<file path="src/rtl/onehot_encoder.sv">
// rtl/onehot_encoder.sv - registered one-hot to binary encoder with zero/multi-hot flags
module onehot_encoder #(
    parameter  int BIT_WIDTH = 8,
    localparam int OUT_WIDTH = $clog2(BIT_WIDTH)
) (
    input  logic                 clk,
    input  logic                 reset,
    input  logic                 in_valid,
    input  logic [BIT_WIDTH-1:0] in,
    output logic [OUT_WIDTH-1:0] out,
    output logic                 out_valid,
    output logic                 err_zero,
    output logic                 err_multi
);

    logic [BIT_WIDTH-1:0] lowest;
    logic [OUT_WIDTH-1:0] enc;
    logic                 is_zero;
    logic                 is_multi;

    // Isolate the lowest set bit first, so the OR-reduction below only ever
    // sees one hot line and can never form a code above BIT_WIDTH-1.
    always_comb begin
        lowest   = in & (~in + BIT_WIDTH'(1));
        enc      = '0;
        for (int i = 0; i < BIT_WIDTH; i++) begin
            if (lowest[i]) begin
                enc = enc | OUT_WIDTH'(i);
            end
        end
        is_zero  = ~|in;
        is_multi = |(in & (in - BIT_WIDTH'(1)));
    end

    always_ff @(posedge clk) begin
        if (reset) begin
            out       <= '0;
            out_valid <= 1'b0;
            err_zero  <= 1'b0;
            err_multi <= 1'b0;
        end else begin
            out_valid <= in_valid;
            err_zero  <= in_valid & is_zero;
            err_multi <= in_valid & is_multi;
            if (in_valid) begin
                out <= enc;
            end
        end
    end

endmodule

</file>
<file path="config.mk">
export PLATFORM = sky130hd
export DESIGN_NAME = onehot_encoder
export DESIGN_NICKNAME = d
export VERILOG_FILES = /design/src/rtl/onehot_encoder.sv
export SDC_FILE = /design/constraint.sdc
export NUM_CORES = 1
export LEC_CHECK = 0
export CORE_AREA = 4 4 41 43
export DETAILED_ROUTE_END_ITERATION = 7
export DIE_AREA = 0 0 45 47
export PLACE_DENSITY_LB_ADDON = 0.3
export SETUP_SLACK_MARGIN = 0.05
export SLEW_MARGIN = 40
export SYNTH_ARGS = -nofsm -noshare
export SYNTH_HDL_FRONTEND = slang
export SYNTH_SLANG_ARGS = --single-unit
export TNS_END_PERCENT = 50
</file>
<file path="constraint.sdc">
create_clock -name clk -period 2.18 [get_ports clk]
set_input_delay 0.218 -clock clk [delete_from_list [all_inputs] [get_ports clk]]
set_output_delay 0.218 -clock clk [all_outputs]
set_load 0.02 [all_outputs]
</file>
==> flow_summary_export.csv, run 1 <==
group,metric,value,unit
final_layout,drive_above_1_share,0.158,
routing,viasPerCell,4.79,
critical_path,required_time_at_the_worst_slack_endpoint,2.34,ns
final_layout,stdcell_area,546,um^2
power,ir_worst_vdd,0.133,mV
clock_network,tritoncts_clock_tree,"built",
critical_path,arrival,1.92,ns
clock_network,htreeDepth,1,
sta,final_hold_viol_count,0,
clock_network,numCtsBuffers,3,
final_layout,syn_to_final_growth,69.6,%
routing,drt_first_pass_iters,2,
placed_design,dpl_cell_area,523,um^2
final_layout,final_cell_mix,"sky130_fd_sc_hd__clkdlybuf4s50_1 (16), sky130_fd_sc_hd__dfxtp_1 (6), sky130_fd_sc_hd__nor2_1 (4), sky130_fd_sc_hd__o211ai_1 (4)",
flow_run,drv_cap,0,
clock_network,postCtsSetupBuffers,0,
sta,tns,0,ns
sta,final.setup_skew,0,ns
sta,setup_violations,0,
routing,vias,345,
critical_path,worstReg2RegStart,"out[0]",
min_path,worstHoldPathType,"reg2reg",
power,power.density,530,nW/um^2
final_layout,final_nets,70,
outcome,result_of_the_run,"completed",
routing,drt_first_iter_violations,2,
floorplanning,floorplan.die_area,2120,um^2
critical_path,timing.rr.end,"out[0]",
power,leakagePower,0.188,nW
synthesis,synthesis.nets,46,
critical_path,r2r_setup_slack,1.49,ns
min_path,hold-path-endpoint,"out[2]",
floorplanning,die_h,47,um
global_routing,grt_pass1_wl,1210,um
global_routing,grt_max_degree,8,
routing,remaining_drc_errors,0,
synthesis,postSynthAreaPerCell,9.19,um^2
sta,achievable-frequency,0.569,GHz
global_routing,global_route.overflow_total,0,
global_routing,vias_in_the_first_global_route,325,
placed_design,place.port_buffers,16,
routing,wire_length_per_cell_after_detailed_routing,10.1,um
floorplanning,number_of_cell_rows,13,
synthesis,ys_ff_latch,6,
final_layout,final_common_cell,"sky130_fd_sc_hd__clkdlybuf4s50_1",
routing,detail_route.wirelength,726,um
critical_path,worst_setup_path_start_kind,"primary input",
floorplanning,floorplan.core_area,1300,um^2
clock_network,cts_hold_buf,0,
routing,ant_nets,0,
min_path,timing.hold.worst.start,"out[2]",
sta,slew_viol_final,0,
placed_design,place.gp.congestion,0.762,
synthesis,netlist-cell-type-count,18,
power,power,0.289,mW
clock_network,clk_latency,0.25,ns
sta,min_period_over_period,0.806,
clock_network,clock_tree.buffer_depth,2,
clock_network,cts-resized-gates,0,
clock_network,cts.sink_count,6,
floorplanning,chipWidth,45,um
final_layout,n_fill_cell,146,
sta,max-slew-margin-rel,0.770,
floorplanning,io_pins,17,
clock_network,clk_transition_reported_paths,0.04,ns
sta,transition_time_of_the_tightest_slew_check_pin,0.341,ns
clock_network,cts_root_buffer,"sky130_fd_sc_hd__clkbuf_4",
global_routing,grt_antenna_before_repair,0,
synthesis,synth.yosys.warnings,0,
floorplanning,start_util,0.247,
critical_path,critical_path_class,"in2reg",
synthesis,netlist_area,322,um^2
critical_path,crit_fanout,4,
sta,rsz0062_at_grt,"no",
synthesis,seq_area_frac_synth,0.374,
synthesis,cell_count_after_synthesis,35,
critical_path,r2r_cells,2,
critical_path,worst_setup_path_end_kind,"register",
sta,final_period_minus_worst_setup_slack,1.76,ns
global_routing,track_usage,0.0814,
final_layout,insertedDiodeCount,0,
min_path,min_path_cells,2,
-- sequential cells by signal, indices dropped and copies added (netlist names) --
signal     count
out            3
err_multi      1
err_zero       1
out_valid      1
-- per-layer routing --
layer / GRT usage / wire, um / vias up
li1: - / - / 181
met1: 0.0820 / 279 / 149
met2: 0.138 / 363 / 13
met3: 0.0115 / 58 / 2
met4: 0.0877 / 24 / 0
met5: 0 / 0 / -
-- where the power goes --
part | internal [mW] | leakage, nW | total, mW | switching [mW]
Sequential | 0.116 | 0.0495 | 0.118 | 0.00188
Combinational | 0.0396 | 0.124 | 0.0694 | 0.0298
Clock | 0.0622 | 0.0138 | 0.102 | 0.0399
-- how the worst max path moves through the flow --
stage,start,to,slack (ns)
global placement,in[1],out[1],0.18
detailed placement,in[1],out[1],0.17
floorplan,in[1],out[1],0.64
CTS,in[1],out[1],0.42
global route,in[1],out[1],0.37
finish,in[1],out[1],0.42
-- through the flow --
stage               hold slack, ns  setup slack (ns)   util  cells
CTS                          0.467             0.424  0.419     72
floorplan                    0.286             0.638      -     35
detailed placement           0.458             0.165  0.402     69
finish                       0.466             0.424  0.419     72
global route                 0.512             0.373  0.419     72
global placement             0.460             0.183  0.402     69
-- synthesized netlist by cell type (all sizes together) --
cell | count | area [um^2]
o21bai | 1 | 7.51
inv | 1 | 3.75
or4 | 3 | 30.0
or3 | 2 | 12.5
maj3 | 2 | 20.0
o211ai | 4 | 30.0
nor3b | 1 | 7.51
o21ai | 1 | 5.00
nor2b | 3 | 18.8
a311oi | 2 | 23.8
nor4 | 1 | 6.26
nand3 | 2 | 10.0
dfxtp | 6 | 120
nor2 | 4 | 15.0
a21oi | 1 | 5.00
nand2b | 1 | 6.26
-- logic make-up (layout without fill, tap and decap cells) --
logic type	after synthesis	count (layout)	share of synthesized area
AND/OR/NAND/NOR	17	17	0.331
AO/OA/AOI/OAI	9	9	0.222
flip-flops	6	6	0.374
adder cells (fa/ha/maj)	2	2	0.0623
buffers and inverters	1	23	0.0117
-- cell type report --
cell class                 instances  area (um^2)  area share
tap                               15         18.8      0.0344
multi-input combinational         28          198       0.362
inverter                           1         3.75     0.00688
clock buffer                       3         22.5      0.0413
timing repair buffer              19          183       0.335
sequential                         6          120       0.220
-- critical path, stage by stage --
cell                              delay, ns
sky130_fd_sc_hd__clkdlybuf4s50_1       0.42
sky130_fd_sc_hd__or4_4                 0.57
sky130_fd_sc_hd__or4_4                 0.49
sky130_fd_sc_hd__a311oi_2              0.23
Power figures use the tool's default switching activity.
==> run 2: changes to the inputs <==
==> constraint.sdc (replaced) <==
create_clock -name clk -period 1.8 [get_ports clk]
set_input_delay 0.18 -clock clk [delete_from_list [all_inputs] [get_ports clk]]
set_output_delay 0.18 -clock clk [all_outputs]
set_load 0.02 [all_outputs]
==> flow_summary_export.csv, run 2 (synthesis gave the netlist of run 1 again) <==
group,metric,value,unit
clock_network,clock_tree.buffer_depth,2,
final_layout,largest_register_ff_count,3,
routing,wire_length_per_cell_after_detailed_routing,10.3,um
critical_path,critPathTopFamily,"simple AND/OR/NAND/NOR gates",
floorplanning,number_of_cell_rows,13,
clock_network,postCtsSetupBuffers,0,
routing,remaining_drc_errors,0,
clock_network,htreeDepth,1,
sta,final.setup_skew,0,ns
routing,drt_first_iter_violations,2,
critical_path,critical_path.most_common_cell,"sky130_fd_sc_hd__or4_4",
final_layout,insertedDiodeCount,0,
sta,setup_violations,0,
sta,slew_viol_final,0,
critical_path,arrival,1.87,ns
clock_network,cts.sink_count,6,
clock_network,cts_root_buffer,"sky130_fd_sc_hd__clkbuf_4",
critical_path,worstReg2RegStart,"out[0]",
power,leakagePower,0.197,nW
routing,vias,332,
sta,final_period_minus_worst_setup_slack,1.71,ns
critical_path,critical_path_class,"in2reg",
global_routing,global_route.overflow_total,0,
critical_path,crit_fanout,2,
sta,achievable-frequency,0.584,GHz
critical_path,worst_setup_path_end_kind,"register",
routing,ant_nets,0,
global_routing,grt_pass1_wl,1180,um
power,power.density,630,nW/um^2
critical_path,crit_start,"in[1]",
sta,max-slew-margin-rel,0.715,
sta,transition_time_of_the_tightest_slew_check_pin,0.424,ns
outcome,result_of_the_run,"completed",
final_layout,final_cells,74,
global_routing,vias_in_the_first_global_route,321,
sta,rsz0062_at_grt,"no",
floorplanning,floorplan.die_area,2120,um^2
sta,hold-worst-slack,0.476,ns
placed_design,place.port_buffers,16,
routing,drt_first_pass_iters,2,
final_layout,registers.top_by_ff_count,"out",
global_routing,grt_antenna_before_repair,0,
placed_design,place.gp.congestion,0.703,
floorplanning,chipWidth,45,um
final_layout,post-route-util,0.431,
critical_path,path_buf_inv,1,
min_path,timing.hold.worst.start,"out[2]",
final_layout,final_common_cell,"sky130_fd_sc_hd__clkdlybuf4s50_1",
routing,viasPerCell,4.49,
clock_network,cts-resized-gates,0,
min_path,worstHoldPathType,"reg2reg",
floorplanning,io_pins,17,
power,ir_worst_vdd,0.284,mV
sta,min_period_over_period,0.952,
floorplanning,die_h,47,um
clock_network,numCtsBuffers,3,
clock_network,cts_hold_buf,0,
final_layout,drive_above_1_share,0.186,
flow_run,drv_cap,0,
critical_path,required_time_at_the_worst_slack_endpoint,1.96,ns
clock_network,tritoncts_clock_tree,"built",
power,power,0.353,mW
floorplanning,floorplan.core_area,1300,um^2
critical_path,crit_chain,"clkdlybuf4s50_1 > or4_4 > or4_4 > a311oi_2",
placed_design,post-place-cells,71,
floorplanning,start_util,0.247,
critical_path,cpMaxStageDelayCell,"sky130_fd_sc_hd__or4_4",
final_layout,final_nets,72,
critical_path,worst_setup_path_start_kind,"primary input",
sta,final_hold_viol_count,0,
final_layout,syn_to_final_growth,74.3,%
clock_network,clk_latency,0.24,ns
final_layout,final_cell_mix,"sky130_fd_sc_hd__clkdlybuf4s50_1 (16), sky130_fd_sc_hd__dfxtp_1 (6), sky130_fd_sc_hd__buf_4 (5)",
critical_path,worst_path_largest_cell_delay,0.54,ns
routing,detail_route.wirelength,763,um
global_routing,grt_max_degree,8,
global_routing,track_usage,0.0814,
clock_network,clk_transition_reported_paths,0.05,ns
run 2: cell count changes in the layout (fill, tap and decap cells not counted), sizes merged:
cell / change
buf: +2
run 2: worst paths after layout:
path                               end  slack (ns)  depth (start not counted)
worst min-delay path            out[2]        0.48                          2
worst max register to register  out[0]        1.11                          2
worst max-delay path            out[1]        0.09                          4
worst min register to register  out[2]        0.48                          2
run 2: where the power goes:
part / total (mW) / internal (mW) / leakage [nW] / switching [mW]
logic: 0.0868 / 0.0500 / 0.133 / 0.0367
registers: 0.142 / 0.140 / 0.0495 / 0.00221
clock network: 0.124 / 0.0754 / 0.0138 / 0.0483
total: 0.353 / 0.266 / 0.197 / 0.0873
run 2: worst reg2reg max path, stage by stage (launching register included):
cell and delay (ns):
sky130_fd_sc_hd__dfxtp_1 0.32, sky130_fd_sc_hd__nor2_1 0.05, sky130_fd_sc_hd__a311oi_1 0.24
run 2: through the flow:
step | TNS [ns] | setup slack, ns | area (um^2)
after floorplan | 0 | 0.296 | 322
after global placement | -0.131 | -0.131 | 538
after detailed placement | -0.175 | -0.175 | 538
after CTS | 0 | 0.0809 | 561
after global routing | 0 | 0.0665 | 561
final | 0 | 0.0869 | 561
run 2: routing by layer:
metal  routed length [um]  up-vias  GRT usage
met2                  372       12      0.141
met5                    0        -          0
met4                   19        0     0.0877
li1                     -      186          -
met3                   47        2     0.0115
met1                  323      132     0.0795
run 2: cell type report:
class                      count  area (um^2)
clock buffer                   3         22.5
fill                         149          741
inverter                       1         3.75
multi-input combinational     28          198
sequential                     6          120
tap                           15         18.8
timing repair buffer          21          198
